===== config.mk =====
export PLATFORM = sky130hd
export DESIGN_NAME = pwm_capture_flat
export DESIGN_NICKNAME = d
export VERILOG_FILES = /design/src/rtl/pwm_capture_if.sv /design/src/rtl/pwm_capture.sv /design/src/flat_wrapper.sv
export SDC_FILE = /design/constraint.sdc
export NUM_CORES = 1
export LEC_CHECK = 0
export CAP_MARGIN = 30
export CORE_ASPECT_RATIO = 0.8
export CORE_MARGIN = 4
export CORE_UTILIZATION = 53
export CTS_CLUSTER_SIZE = 24
export DETAILED_ROUTE_END_ITERATION = 8
export PLACE_DENSITY_LB_ADDON = 0.25
export SYNTH_ARGS = -nofsm -noshare
export SYNTH_HDL_FRONTEND = slang
export SYNTH_SLANG_ARGS = --single-unit

===== constraint.sdc =====
create_clock -name clk -period 2.18 [get_ports clk]
set_input_delay 0.545 -clock clk [delete_from_list [all_inputs] [get_ports clk]]
set_output_delay 0.545 -clock clk [all_outputs]
set_load 0.005 [all_outputs]

===== src/rtl/pwm_capture_if.sv =====
// ---------------------------------------------------------------------------
// pwm_capture_if
//   Signal bundle between a PWM source and the pwm_capture block.
//
//   pwm_in      1   external PWM line (asynchronous to the capture clock)
//   width_out  16   last accepted high time, in clk cycles
//   period_out 16   last accepted rise-to-rise period, in clk cycles
//   valid       1   single-cycle strobe, width_out/period_out updated
//   lost        1   signal-loss flag (level)
//
//   modport master : the side that drives pwm_in and observes the results
//   modport slave  : the capture block itself
// ---------------------------------------------------------------------------
interface pwm_capture_if;
    logic        pwm_in;
    logic [15:0] width_out;
    logic [15:0] period_out;
    logic        valid;
    logic        lost;

    modport master (
        output pwm_in,
        input  width_out,
        input  period_out,
        input  valid,
        input  lost
    );

    modport slave (
        input  pwm_in,
        output width_out,
        output period_out,
        output valid,
        output lost
    );
endinterface


===== src/rtl/pwm_capture.sv =====
// ---------------------------------------------------------------------------
// pwm_capture
//   Measures high time and rise-to-rise period of an asynchronous PWM line.
//   A measurement is committed on the rising edge that closes a period if the
//   high time lies in [MIN_WIDTH, MAX_WIDTH] and no counter saturated.
//   TIMEOUT cycles without any edge declares signal loss and forces the
//   outputs to zero so a downstream motor drive stops.
//
//   Ports:
//     clk    system clock, rising-edge
//     rst_n  asynchronous active-low reset
//     bus    pwm_capture_if.slave (pwm_in in; width_out, period_out,
//            valid, lost out)
//
//   Optional build macro PWM_CAP_FILTER_EN: inserts a 3-sample glitch filter
//   behind the synchronizer (valid latency 5 clk instead of 3 clk).
// ---------------------------------------------------------------------------
module pwm_capture #(
    parameter int unsigned MIN_WIDTH = 256,
    parameter int unsigned MAX_WIDTH = 65280,
    parameter int unsigned TIMEOUT   = 65535
) (
    input  logic         clk,
    input  logic         rst_n,
    pwm_capture_if.slave bus
);
    localparam logic [15:0] CNT_MAX   = 16'hFFFF;
    localparam logic [15:0] MIN_W     = 16'(MIN_WIDTH);
    localparam logic [15:0] MAX_W     = 16'(MAX_WIDTH);
    // Timeout fires on the clock where the idle count would reach TIMEOUT.
    localparam logic [15:0] IDLE_LAST = 16'(TIMEOUT - 1);

    typedef enum logic [1:0] {
        WAIT_RISE,
        MEAS_HIGH,
        MEAS_LOW
    } state_t;

    state_t      state_reg, state_next;
    logic        sync1_reg, sync2_reg, prev_reg;
    logic        level;
    logic        rise, fall, edge_det;
    logic [15:0] hi_cnt_reg, hi_cnt_next;
    logic [15:0] per_cnt_reg, per_cnt_next;
    logic [15:0] idle_cnt_reg, idle_cnt_next;
    logic [15:0] width_reg, width_next;
    logic [15:0] period_reg, period_next;
    logic        valid_reg, valid_next;
    logic        lost_reg, lost_next;

    function automatic logic [15:0] sat_inc(input logic [15:0] v);
        return (v == CNT_MAX) ? v : v + 16'd1;
    endfunction

`ifdef PWM_CAP_FILTER_EN
    // Two older synchronizer samples; the filtered level follows the input
    // only when the current and both older samples agree. prev_reg holds the
    // filtered level, so the edge is seen in the same cycle the filter flips.
    logic [1:0] hist_reg;

    always_ff @(posedge clk or negedge rst_n) begin
        if (!rst_n) begin
            hist_reg <= 2'b00;
        end else begin
            hist_reg <= {hist_reg[0], sync2_reg};
        end
    end

    assign level = ((sync2_reg == hist_reg[0]) && (hist_reg[0] == hist_reg[1]))
                   ? sync2_reg : prev_reg;
`else
    assign level = sync2_reg;
`endif

    assign rise     = level & ~prev_reg;
    assign fall     = ~level & prev_reg;
    assign edge_det = rise | fall;

    // State register
    always_ff @(posedge clk or negedge rst_n) begin
        if (!rst_n) begin
            state_reg <= WAIT_RISE;
        end else begin
            state_reg <= state_next;
        end
    end

    // Next-state, counters and output commit
    always_comb begin
        state_next    = state_reg;
        hi_cnt_next   = hi_cnt_reg;
        per_cnt_next  = per_cnt_reg;
        idle_cnt_next = edge_det ? 16'd0 : sat_inc(idle_cnt_reg);
        width_next    = width_reg;
        period_next   = period_reg;
        valid_next    = 1'b0;
        lost_next     = lost_reg;

        case (state_reg)
            WAIT_RISE: begin
                if (rise) begin
                    state_next   = MEAS_HIGH;
                    hi_cnt_next  = 16'd1;
                    per_cnt_next = 16'd1;
                end
            end
            MEAS_HIGH: begin
                per_cnt_next = sat_inc(per_cnt_reg);
                if (fall) begin
                    state_next = MEAS_LOW;     // hi_cnt frozen from here on
                end else begin
                    hi_cnt_next = sat_inc(hi_cnt_reg);
                end
            end
            MEAS_LOW: begin
                if (rise) begin
                    if ((hi_cnt_reg >= MIN_W) && (hi_cnt_reg <= MAX_W) &&
                        (hi_cnt_reg != CNT_MAX) && (per_cnt_reg != CNT_MAX)) begin
                        width_next  = hi_cnt_reg;
                        period_next = per_cnt_reg;
                        valid_next  = 1'b1;
                        lost_next   = 1'b0;
                    end
                    // This rise also opens the next period, so no gap.
                    state_next   = MEAS_HIGH;
                    hi_cnt_next  = 16'd1;
                    per_cnt_next = 16'd1;
                end else begin
                    per_cnt_next = sat_inc(per_cnt_reg);
                end
            end
            default: begin
                state_next = WAIT_RISE;
            end
        endcase

        // An edge in the timeout cycle keeps the signal alive. Without an
        // edge there is no valid this cycle, so valid and lost stay exclusive.
        if (!edge_det && (idle_cnt_reg == IDLE_LAST)) begin
            state_next    = WAIT_RISE;
            hi_cnt_next   = 16'd0;
            per_cnt_next  = 16'd0;
            idle_cnt_next = 16'd0;
            width_next    = 16'd0;
            period_next   = 16'd0;
            lost_next     = 1'b1;
        end
    end

    // Synchronizer, edge register, counters and outputs
    always_ff @(posedge clk or negedge rst_n) begin
        if (!rst_n) begin
            sync1_reg    <= 1'b0;
            sync2_reg    <= 1'b0;
            prev_reg     <= 1'b0;
            hi_cnt_reg   <= 16'd0;
            per_cnt_reg  <= 16'd0;
            idle_cnt_reg <= 16'd0;
            width_reg    <= 16'd0;
            period_reg   <= 16'd0;
            valid_reg    <= 1'b0;
            lost_reg     <= 1'b1;
        end else begin
            sync1_reg    <= bus.pwm_in;
            sync2_reg    <= sync1_reg;
            prev_reg     <= level;
            hi_cnt_reg   <= hi_cnt_next;
            per_cnt_reg  <= per_cnt_next;
            idle_cnt_reg <= idle_cnt_next;
            width_reg    <= width_next;
            period_reg   <= period_next;
            valid_reg    <= valid_next;
            lost_reg     <= lost_next;
        end
    end

    assign bus.width_out  = width_reg;
    assign bus.period_out = period_reg;
    assign bus.valid      = valid_reg;
    assign bus.lost       = lost_reg;

endmodule

===== src/flat_wrapper.sv =====
// flat-port wrapper written by rule: the top's interface ports become plain ports
module pwm_capture_flat 
#(
    parameter int unsigned MIN_WIDTH = 256,
    parameter int unsigned MAX_WIDTH = 65280,
    parameter int unsigned TIMEOUT   = 65535
)
  (clk, rst_n, bus_pwm_in, bus_width_out, bus_period_out, bus_valid, bus_lost);
  pwm_capture_if bus_i ();
  input  logic clk;
  input  logic rst_n;
  input wire logic [$bits(bus_i.pwm_in)-1:0] bus_pwm_in;
  output wire logic [$bits(bus_i.width_out)-1:0] bus_width_out;
  output wire logic [$bits(bus_i.period_out)-1:0] bus_period_out;
  output wire logic [$bits(bus_i.valid)-1:0] bus_valid;
  output wire logic [$bits(bus_i.lost)-1:0] bus_lost;
  assign bus_i.pwm_in = bus_pwm_in;
  assign bus_width_out = bus_i.width_out;
  assign bus_period_out = bus_i.period_out;
  assign bus_valid = bus_i.valid;
  assign bus_lost = bus_i.lost;
  pwm_capture #(.MIN_WIDTH(MIN_WIDTH), .MAX_WIDTH(MAX_WIDTH), .TIMEOUT(TIMEOUT)) u_core (.clk(clk), .rst_n(rst_n), .bus(bus_i));
endmodule

==> key figures <==
Outcome
  • Status: completed

Global route
  • First-pass GRT wire length: 18.3 mm
  • GR Util All Layers: between 20% and 30%
  • Vias in the first global route: 3823
  • Initial antenna violation count: 0
  • Pin count of the biggest net entering global routing: 40
  • Congestion Overflow GR: 0

Clock network
  • CTS Buf Count: 9
  • CTS tree: done
  • # clock sinks: 87
  • H-tree Lvls: 3
  • CTS Hold Bufs: 0
  • Worst-path clk slew: approximately 90 ps
  • Clk_lat worst skew: 370 ps
  • Clock Tree Root: clkbuf_8
  • Clock buffer depth: 2

Final layout
  • Area growth, synth to finish: 25.8%
  • Non-Filler Instances: between 600 and 700
  • N_diodes: 0
  • Share of post-route cells with drive strength above 1: 20.0%
  • Fin nets: 570
  • Design Area, Final: about 5800 um2
  • Most common cell after layout, fill and taps aside: dfrtp_1
  • Most frequent cells in the layout: dfrtp_1 (86), nor2_1 (68), buf_4 (53), clkdlybuf4s50_1 (35), mux2i_1 (33)

Detailed routing
  • Final wirelength: ~11 mm
  • DR vias/cell: 5.99
  • First-pass DRT Iterations: 5
  • 1st-iter DRT viols: around 290
  • Routed len/inst: between 15 and 20 um
  • Routed Antenna Nets: 0
  • Via count: around 4000
  • Residual DRC: 0

Timing
  • Hold WS: ~150 ps
  • Fin. Hold Viols: 0
  • Worst-Margin Slew: 572 ps
  • Rel. slew slack: between 60% and 70%
  • Min Tclk post-route: roughly 2100 ps
  • Slew Viols, Final: 0
  • Setup Skew: about 11 ps
  • Period utilization: a little over nine tenths
  • RSZ-0062 raised after global routing: true
  • Fmax: 465 MHz
  • Final setup violation count: 0

Critical path
  • Worst Path Buf+Inv: 0
  • Max incr delay on CP: between 600 and 700 ps
  • Setup crit start kind: flip-flop
  • Critical-path maximum fanout: 4
  • Cell family with most CP delay: simple AND/OR/NAND/NOR gates
  • Crit. End Element: flip-flop
  • Slowest CP cell: or4_4
  • Critical Path RT: 2420 ps
  • Crit Path Category: reg -> reg
  • CP Cell Sequence: ha_4 -> nand4_1 -> or4_4 -> a211oi_2 -> and2_1 -> o32ai_1
  • Arrival @ worst endpoint: about 2400 ps

Synthesis
  • Synthesized area per cell: between 9 and 10 um2
  • Register area share after synthesis: 47.3%
  • Mapped Nets: around 480
  • Mapped Cells: 470
  • Yosys cell types: 58
  • Yosys Warn Count: 0
  • Cell area after synthesis: ~4600 um2
  • FF+latch count, synth: 87
  • Ys flop type: dfrtp_1
  • FFs w/ async S/R, synth: 100%
  • Number of flops mapped to enable cells by yosys: 0

Place
  • Area after DPL: approximately 5400 um2
  • PortBufs: 36
  • Placed cells: roughly 650
  • HPWL Detailed: roughly 7.5 mm
  • Global placement routability congestion: 0.838

Pwr
  • Leakage: between 0.002 and 0.003 uW
  • Power density cells: 795 nW/um2
  • Max VDD drop: about 0.47 mV

Floorplan
  • Core Box Area: ~8500 um2
  • I/O pin cnt: 37
  • Die height: slightly above 90 um
  • Initial Utilization: between 50% and 60%
  • Die area: 10300 um2
  • Placement row count: 30
  • Die Wd: between 100 and 150 um

Hold path
  • Hold WC Path Type: in -> async

Job
  • Max cap viols: 0
cells in the mapped netlist (11+ instances only):
cell	n	area share (%)
nor4_1	12	1.6
mux2i_1	34	7.4
inv_1	15	1.2
a21oi_1	25	2.7
nor3_1	13	1.4
o21ai_0	19	2.1
nand2_1	28	2.3
ha_1	11	3.0
nor2_1	68	5.5
dfrtp_1	86	47
xnor2_1	12	2.3
nand4_1	12	1.6
nand3_1	18	2.0
metrics by stage:
| stage | setup WS (ps) | total power (uW) | utilization (%) | TNS (ps) |
|---|---|---|---|---|
| after floorplan | 7.80 | 2700 | - | 0 |
| after global placement | -127 | 3210 | 63.5 | -551 |
| after detailed placement | -264 | 3270 | 63.5 | -2290 |
| after CTS | -19.3 | 4400 | 66.0 | -30.2 |
| after global routing | -45.5 | 4890 | 68.4 | -180 |
| final | 30.9 | 4610 | 68.4 | 0 |
final timing paths:
kind | start | cells past startpoint | endpoint | slack [ps]
max in group asynchronous | rst_n | 2 | u_core.bus.lost | 1440
min | rst_n | 1 | u_core.bus.valid | 150
min in group clk | u_core.sync1_reg | 0 | u_core.level | 360
max | u_core.prev_reg | 6 | u_core.per_cnt_reg[7] | 30
min reg2reg | u_core.sync1_reg | 0 | u_core.level | 360
max reg2reg | u_core.prev_reg | 6 | u_core.per_cnt_reg[7] | 30
power breakdown:
part / switching [uW] / total [uW] / internal, uW
Sequential: 70.7 / 1770 / 1700
Clock: 602 / 1090 / 484
Combinational: 1010 / 1750 / 748
cells by family (layout without fill, tap and decap cells):
family,after synthesis,in the layout,share of synthesized area [%]
mux,35,35,7.63
xor+xnor,13,13,2.47
flops,87,87,47.3
fa+ha+maj,11,11,2.99
simple gates,190,191,21.0
compound gates,96,97,13.8
buf+inv,38,127,4.83
per-layer routing:
metal / vias up / part of all wire (%) / global-route usage, %
li1: 1891 / - / -
met1: 1971 / 46 / 30.2
met2: 161 / 47 / 34.2
met3: 10 / 6.3 / 5.66
met4: 0 / 0.84 / 4.60
met5: - / 0 / 0
cell type report:
type / count / area, um2
clock buffer: 11 / 151
clock inverter: 5 / 40.0
fill: 671 / 2680
inverter: 15 / 56.3
multi-input combinational: 347 / 2360
sequential: 87 / 2180
tap: 112 / 140
timing repair buffer: 96 / 873
timing repair:
action                                  in CTS  in global routing
gates resized for setup                      5                 24
endpoints found under the setup margin      19                 37
gates cloned                                 0                  2
buffers inserted                             0                  8
pin swaps                                    2                 10
Note: power is estimated with default switching activity, not from simulation.
